File: config.mk
export PLATFORM = sky130hd
export DESIGN_NAME = simd_mac_acc_flat
export DESIGN_NICKNAME = d
export VERILOG_FILES = /design/src/rtl/simd_mac_acc_if.sv /design/src/rtl/simd_mac_acc.sv /design/src/flat_wrapper.sv
export SDC_FILE = /design/constraint.sdc
export NUM_CORES = 2
export LEC_CHECK = 0
export ABC_AREA = 1
export BUFFER_PORTS_ARGS = -buffer_cell sky130_fd_sc_hd__buf_2
export CORE_UTILIZATION = 45
export CTS_CLUSTER_SIZE = 12
export DETAILED_ROUTE_END_ITERATION = 6
export SLEW_MARGIN = 10
export SYNTH_ARGS = -nofsm -noshare
export SYNTH_HDL_FRONTEND = slang
export SYNTH_SLANG_ARGS = --single-unit
File: constraint.sdc
create_clock -name clk -period 4.9 [get_ports clk]
set_clock_uncertainty 0.2 [all_clocks]
set_input_delay 0 -clock clk [delete_from_list [all_inputs] [get_ports clk]]
set_output_delay 0 -clock clk [all_outputs]
set_load 0.01 [all_outputs]
File: src/rtl/simd_mac_acc_if.sv
// simd_mac_acc_if: input beat handshake, vector operands and result bundle.
interface simd_mac_acc_if #(parameter int BW = 8, parameter int LANES = 4, parameter int ACC_W = 20);
    logic                   in_valid;
    logic                   in_ready;
    logic [1:0]             mode;
    logic                   acc_clr;
    logic [LANES*BW-1:0]    din_a;
    logic [LANES*BW-1:0]    din_b;
    logic [LANES*BW-1:0]    din_c;
    logic                   out_valid;
    logic                   out_ready;
    logic [LANES*ACC_W-1:0] dout;
    logic [LANES-1:0]       ovf;
    modport master(output in_valid, mode, acc_clr, din_a, din_b, din_c, out_ready,
                   input in_ready, out_valid, dout, ovf);
    modport slave(input in_valid, mode, acc_clr, din_a, din_b, din_c, out_ready,
                  output in_ready, out_valid, dout, ovf);
endinterface

File: src/rtl/simd_mac_acc.sv
// simd_mac_acc: two-stage SIMD multiply-add with per-lane accumulators and sticky overflow.
module simd_mac_acc #(
    parameter int BW    = 8,
    parameter int LANES = 4,
    parameter int ACC_W = 20,
    parameter int SAT   = 1
) (
    input logic            clk,
    input logic            rst,
    simd_mac_acc_if.slave  bus
);
    logic                   en;
    logic                   v1_q, v1_d, clr1_q, clr1_d, out_valid_q, out_valid_d;
    logic [1:0]             mode1_q, mode1_d;
    logic [LANES*BW-1:0]    a1_q, a1_d, b1_q, b1_d, c1_q, c1_d;
    logic [LANES*2*BW-1:0]  p1_q, p1_d, prod;
    logic [LANES*ACC_W-1:0] dout_q, dout_d, acc_q, acc_d, lane_res;
    logic [LANES-1:0]       ovf_q, ovf_d, lane_ovf;

    for (genvar i = 0; i < LANES; i++) begin : g_lane
        logic [BW-1:0]    a, b, c;
        logic [2*BW-1:0]  p;
        logic [ACC_W-1:0] base;
        logic [ACC_W:0]   sum;
        assign prod[i*2*BW +: 2*BW] = (2*BW)'(bus.din_a[i*BW +: BW]) * (2*BW)'(bus.din_b[i*BW +: BW]);
        assign a    = a1_q[i*BW +: BW];
        assign b    = b1_q[i*BW +: BW];
        assign c    = c1_q[i*BW +: BW];
        assign p    = p1_q[i*2*BW +: 2*BW];
        assign base = clr1_q ? '0 : acc_q[i*ACC_W +: ACC_W];
        assign sum  = {1'b0, base} + (ACC_W+1)'(p);
        assign lane_ovf[i] = sum[ACC_W];
        assign lane_res[i*ACC_W +: ACC_W] =
            mode1_q == 2'b00 ? ACC_W'(a) + ACC_W'(b) :
            mode1_q == 2'b01 ? ACC_W'(p) + ACC_W'(c) :
            mode1_q == 2'b10 ? ACC_W'(p) :
            (sum[ACC_W] && SAT != 0) ? '1 : sum[ACC_W-1:0];
    end

    always_comb begin
        en          = !out_valid_q || bus.out_ready;
        v1_d        = v1_q;
        mode1_d     = mode1_q;
        clr1_d      = clr1_q;
        a1_d        = a1_q;
        b1_d        = b1_q;
        c1_d        = c1_q;
        p1_d        = p1_q;
        out_valid_d = out_valid_q;
        dout_d      = dout_q;
        acc_d       = acc_q;
        ovf_d       = ovf_q;
        if (en) begin
            v1_d        = bus.in_valid;
            mode1_d     = bus.mode;
            clr1_d      = bus.acc_clr;
            a1_d        = bus.din_a;
            b1_d        = bus.din_b;
            c1_d        = bus.din_c;
            p1_d        = prod;
            out_valid_d = v1_q;
            dout_d      = v1_q ? lane_res : dout_q;
            // Only a real accumulate beat leaving S1 may touch acc/ovf; bubbles keep them.
            if (v1_q && mode1_q == 2'b11) begin
                acc_d = lane_res;
                ovf_d = (clr1_q ? '0 : ovf_q) | lane_ovf;
            end
        end
    end

    always_ff @(posedge clk) begin
        if (rst) begin
            v1_q        <= 1'b0;
            mode1_q     <= '0;
            clr1_q      <= 1'b0;
            a1_q        <= '0;
            b1_q        <= '0;
            c1_q        <= '0;
            p1_q        <= '0;
            out_valid_q <= 1'b0;
            dout_q      <= '0;
            acc_q       <= '0;
            ovf_q       <= '0;
        end else begin
            v1_q        <= v1_d;
            mode1_q     <= mode1_d;
            clr1_q      <= clr1_d;
            a1_q        <= a1_d;
            b1_q        <= b1_d;
            c1_q        <= c1_d;
            p1_q        <= p1_d;
            out_valid_q <= out_valid_d;
            dout_q      <= dout_d;
            acc_q       <= acc_d;
            ovf_q       <= ovf_d;
        end
    end

    assign bus.in_ready  = en;
    assign bus.out_valid = out_valid_q;
    assign bus.dout      = dout_q;
    assign bus.ovf       = ovf_q;
endmodule
File: src/flat_wrapper.sv
// flat-port wrapper written by rule: the top's interface ports become plain ports
module simd_mac_acc_flat 
#(
    parameter int BW    = 8,
    parameter int LANES = 4,
    parameter int ACC_W = 20,
    parameter int SAT   = 1
)
  (clk, rst, bus_in_valid, bus_mode, bus_acc_clr, bus_din_a, bus_din_b, bus_din_c, bus_out_ready, bus_in_ready, bus_out_valid, bus_dout, bus_ovf);
  simd_mac_acc_if #(.BW(BW), .LANES(LANES), .ACC_W(ACC_W)) bus_i ();
  input logic clk;
  input logic rst;
  input wire logic [$bits(bus_i.in_valid)-1:0] bus_in_valid;
  input wire logic [$bits(bus_i.mode)-1:0] bus_mode;
  input wire logic [$bits(bus_i.acc_clr)-1:0] bus_acc_clr;
  input wire logic [$bits(bus_i.din_a)-1:0] bus_din_a;
  input wire logic [$bits(bus_i.din_b)-1:0] bus_din_b;
  input wire logic [$bits(bus_i.din_c)-1:0] bus_din_c;
  input wire logic [$bits(bus_i.out_ready)-1:0] bus_out_ready;
  output wire logic [$bits(bus_i.in_ready)-1:0] bus_in_ready;
  output wire logic [$bits(bus_i.out_valid)-1:0] bus_out_valid;
  output wire logic [$bits(bus_i.dout)-1:0] bus_dout;
  output wire logic [$bits(bus_i.ovf)-1:0] bus_ovf;
  assign bus_i.in_valid = bus_in_valid;
  assign bus_i.mode = bus_mode;
  assign bus_i.acc_clr = bus_acc_clr;
  assign bus_i.din_a = bus_din_a;
  assign bus_i.din_b = bus_din_b;
  assign bus_i.din_c = bus_din_c;
  assign bus_i.out_ready = bus_out_ready;
  assign bus_in_ready = bus_i.in_ready;
  assign bus_out_valid = bus_i.out_valid;
  assign bus_dout = bus_i.dout;
  assign bus_ovf = bus_i.ovf;
  simd_mac_acc #(.BW(BW), .LANES(LANES), .ACC_W(ACC_W), .SAT(SAT)) u_core (.clk(clk), .rst(rst), .bus(bus_i));
endmodule
# After elaboration in Yosys (flattened, before gate mapping)
# Cells that the tools add are included.
# totals
regBits,329
in_bits,103
word_cells,58
out_inout_bits,86
# classes
mul,4
n_eq_ne,3
n_reduce_logical,6
n_bitwise,1
muxes,21
n_addsub,12
# ops
operator,count
two-way mux 20 bit,20
adder 20 x 16 -> 21 bit,4
adder 16 x 8 -> 17 bit,4
multiplier 8 x 8 -> 16 bit,4
adder 8 x 8 -> 9 bit,4
== test 2 bit (second input constant),2
two-way mux 4 bit,1
bitwise OR 4 bit,1
AND reduction 2 bit,2
== test 2 x 1 -> 1 bit (second input constant),1
logical NOT 2 bit,1
logical AND 1 bit,1
logical NOT 1 bit,1
logical OR 1 bit,1

# Depth between registers and ports, before layout
# depth
ltp_word,6
mapped_depth,23
ltp_nobuf,22

# Least setup slack after synthesis
# No wires, ideal clock.
# synth_path
path_type,input to register
startpoint,in bus_din_b[18]
endpoint,reg u_core.p1_q[44]
slack_ns,0.981
cell_stages,19
required_time_ns,4.586
n_path_buf,1
setup_time_ns,0.114
t_arrival_ns,3.606
path_cell_list,clkbuf_1 nand2_1 fa_1 fa_1 inv_1 fa_1 inv_1 fa_1 inv_1 ha_1 nand2_1 o21ai_0 nand2_1 a21oi_1 nor2_1 nand2_1 nand2_1 o21bai_1 inv_1
# synth_between
elab_chain_len,1
# synth_lines
element,line_no,source
"start, declared",flat_wrapper.sv:17,input wire logic [$bits(bus_i.din_b)-1:0] bus_din_b;
multiplier 8 x 8 -> 16 bit,simd_mac_acc.sv:25,assign prod[i*2*BW +: 2*BW] = (2*BW)'(bus.din_a[i*BW +: BW]) * (2*BW)'(bus.din_b[i*BW +: BW]);
"end signal, assigned",simd_mac_acc.sv:91,p1_q <= p1_d;
"end, declared",simd_mac_acc.sv:16,"logic [LANES*2*BW-1:0] p1_q, p1_d, prod;"
# Every way passes these cells.
# A chain may end at the register's enable or synchronous reset.

# Final worst setup path
# layout_path
startpoint,in bus_din_b[2]
endpoint,reg u_core.p1_q[13]
# Same word-level chain as after synthesis.

==> summary.txt <==
clk root buf: clkbuf_16
layout cells sized above 1: 7.11%
Unique masters post-synth: 48
worst-case reg-to-reg path depth: 18
Tcrit/Tclk final: 83.7%
first-pass GRT wire length: 157 mm
max_slew headroom: 25.4%
crit path max fanout: 9
leading area contributor after synthesis: dfxtp_1
Setup CP Type: input pin to register
buffers added on ports: 188
largest net degree at the start of global routing: 123
Antenna diodes: 0
Post-DP Area: 32400 um^2
R2R Path Start: u_core.clr1_q$_SDFFE_PP0N_
register area share after synthesis: 21.3%
top-count cell post-synth: nand2_1
ys async rst share: 0%
Cell Area, Synth: 30900 um^2
Die Width: 264 um
HPWL after detailed placement: 74.5 mm
area grow syn2layout: 12.6%
vias per cell: 5.14
Syn Nets: 5342
Leakage: 19.8 nW
PD cells: 338 nW/um^2
clock buffer count from CTS: 40
Fin Setup TNS: 0 ps
area of the multi-input gates: 20000 um^2
fin area: 34900 um^2
FMAX: 244 MHz
ys flop type: dfxtp_1
height of the die: 264 um
met2 WL: 39.1 mm
Synth area leaders: dfxtp_1 (21%), nand2_1 (14%), inv_1 (11%), ha_1 (11%), fa_1 (10%)
MaxCap Viol Count: 0
Setup crit end: u_core.p1_q[13]$_SDFFE_PP0N_
Final #Nets: 5501
status: finished clean
first drt pass iteration count: 5
final setup vio count: 0
Max Used Layer: met4
Post-synth top cells: nand2_1 (1188), inv_1 (928), nor2_1 (438), dfxtp_1 (329), o21ai_0 (326)
initial antenna violation count: 0
Slew Limit Fails: 0
routability cong.: 0.954
CP startpoint: bus_din_b[2]
Post-CTS Resized: 0
RSZ-0062 raised after global routing: false
synthesized instance count: 4811
flops & latches, synth: 329
WL final: 99.0 mm
Metal-1 WL: 50.3 mm
Die ar.: 69800 um^2
share of the synthesized area in the top cell type: 21.3%
terminus of the critical flop-to-flop path: u_core.acc_q[60]$_SDFFE_PP0P_
# IOs: 189
H-tree Lvls: 2
clk sinks: 329
initial DRC count: 2593
Final Hold Viols: 0
type of the most critical hold path: input pin to register
wire length per cell: 16.9 um
met3 WL: 7.49 mm
crit start category: input pin
grt ovf: 0
Initial Utilization: 45.8%
Skew-Pair Late Insertion Delay: 570 ps
CP arrival: 4370 ps
Setup crit end kind: register
vias in the first global route: 28000
minimum clock period after layout: 4100 ps
Avg Inst Size Synth: 6.43 um^2
FF/Latch Area: 6590 um^2
Post-synth EDFFs: 0
CTS max path bufs: 3
Synth warnings: 0
row count: 95
Residual DRC: 0
Fillers: 6972
Worst VDD drop: 0.000274 V
Clock transition at path regs: 60 ps
DR vias: 30200
Worst-Margin Slew: 1120 ps
core area: 67600 um^2
CTS tree: done
gr usage total: 28.2%
R2R setup slack: 1290 ps
CP Data Required Time: 5160 ps
final antenna-violating net count: 0
## power breakdown
group	internal [mW]	total [mW]	leakage (nW)	switching, mW
clock network	1.88	3.11	0.664	1.23
registers	2.96	3.38	2.71	0.414
logic	1.92	5.29	16.4	3.37
## repair_timing
action / in CTS / in global routing
hold buffers: 112 / 0
setup buffers: 0 / 0
hold endpoints to repair: 159 / 0
## cells by family (layout without fill, tap and decap cells)
group	Yosys count	count (layout)	share of synthesized area (%)
flops	329	329	21.3
simple gates	1989	1989	26.6
buf+inv	1156	1341	14.2
fa+ha+maj	428	428	21.1
compound gates	825	825	14.5
xor+xnor	84	84	2.38
## worst min path at each step
stage                   from                           end  slack, ps  cells past startpoint
2_1_floorplan   bus_din_c[0]   u_core.c1_q[0]$_SDFFE_PP0N_        -30                      2
3_3_place_gp   bus_din_c[10]  u_core.c1_q[10]$_SDFFE_PP0N_         60                      3
3_5_place_dp   bus_din_c[12]  u_core.c1_q[12]$_SDFFE_PP0N_         70                      3
4_1_cts        bus_din_c[23]  u_core.c1_q[23]$_SDFFE_PP0N_          6                      4
5_1_grt        bus_din_c[21]  u_core.c1_q[21]$_SDFFE_PP0N_         40                      4
6_report       bus_din_c[20]  u_core.c1_q[20]$_SDFFE_PP0N_         40                      4
## layout by cell type (no fill, tap or decap), types with 32 or more instances in the layout
| master | count |
|---|---|
| nor2_1 | 436 |
| nand3_1 | 204 |
| xor2_1 | 63 |
| clkbuf_16 | 41 |
| ha_1 | 272 |
| dlygate4sd3_1 | 112 |
| nand2_1 | 1188 |
| o21ai_1 | 37 |
| nand4_1 | 45 |
| inv_1 | 928 |
| dfxtp_1 | 328 |
| o21bai_1 | 55 |
| o21ai_0 | 326 |
| buf_2 | 187 |
| fa_1 | 156 |
| a21oi_1 | 325 |
| nand3b_1 | 32 |
| o211ai_1 | 35 |
## sequential cells by signal (all words and copies together) (netlist names)
name	count
u_core.acc_q	80
u_core.bus.dout	80
u_core.p1_q	64
u_core.a1_q	32
u_core.b1_q	32
u_core.c1_q	32
u_core.bus.ovf	4
u_core.mode1_q	2
u_core.bus.out_valid	1
u_core.clr1_q	1
u_core.v1_q	1
## final cells by class
cell class / count / area share (%)
well taps: 873 / 3.13
inverters: 946 / 10.2
flip-flops and latches: 329 / 18.9
clock inverters: 11 / 0.477
repair buffers: 327 / 6.54
multi-input cells: 3326 / 57.4
clock buffers: 57 / 3.37
## worst max-delay path, stage by stage
cell and delay, ps:
dlygate4sd3_1 540, buf_2 220, nand2_1 110, fa_1 530, fa_1 550, inv_1 50, fa_1 480, inv_1 50
fa_1 470, inv_1 40, ha_1 330, nand2_1 60, inv_1 70, a21oi_1 90, o21ai_0 270, inv_1 70
nor2_1 120, nor2_1 60, nand2_1 60, nand3_1 70, nand2_1 90, inv_1 40
## stage by stage
| stage | power [mW] | cells | hold WS [ps] | setup WS (ps) | utilization, % |
|---|---|---|---|---|---|
| 2_1_floorplan | 6.99 | 4811 | -33.3 | 981 | - |
| 6_report | 11.8 | 5869 | 36.5 | 796 | 51.5 |
| 3_5_place_dp | 8.52 | 5689 | 65.6 | 823 | 47.9 |
| 5_1_grt | 12.6 | 5869 | 42.4 | 532 | 51.5 |
| 3_3_place_gp | 8.51 | 5689 | 62.9 | 870 | 47.9 |
| 4_1_cts | 11.7 | 5869 | 6.07 | 884 | 51.5 |
## metal layers
layer / vias up / track usage (%)
li1: 15300 / -
met1: 13800 / 44.0
met2: 959 / 40.2
met3: 110 / 3.83
met4: 0 / 7.06
met5: - / 0
Power figures use the tool's default switching activity.
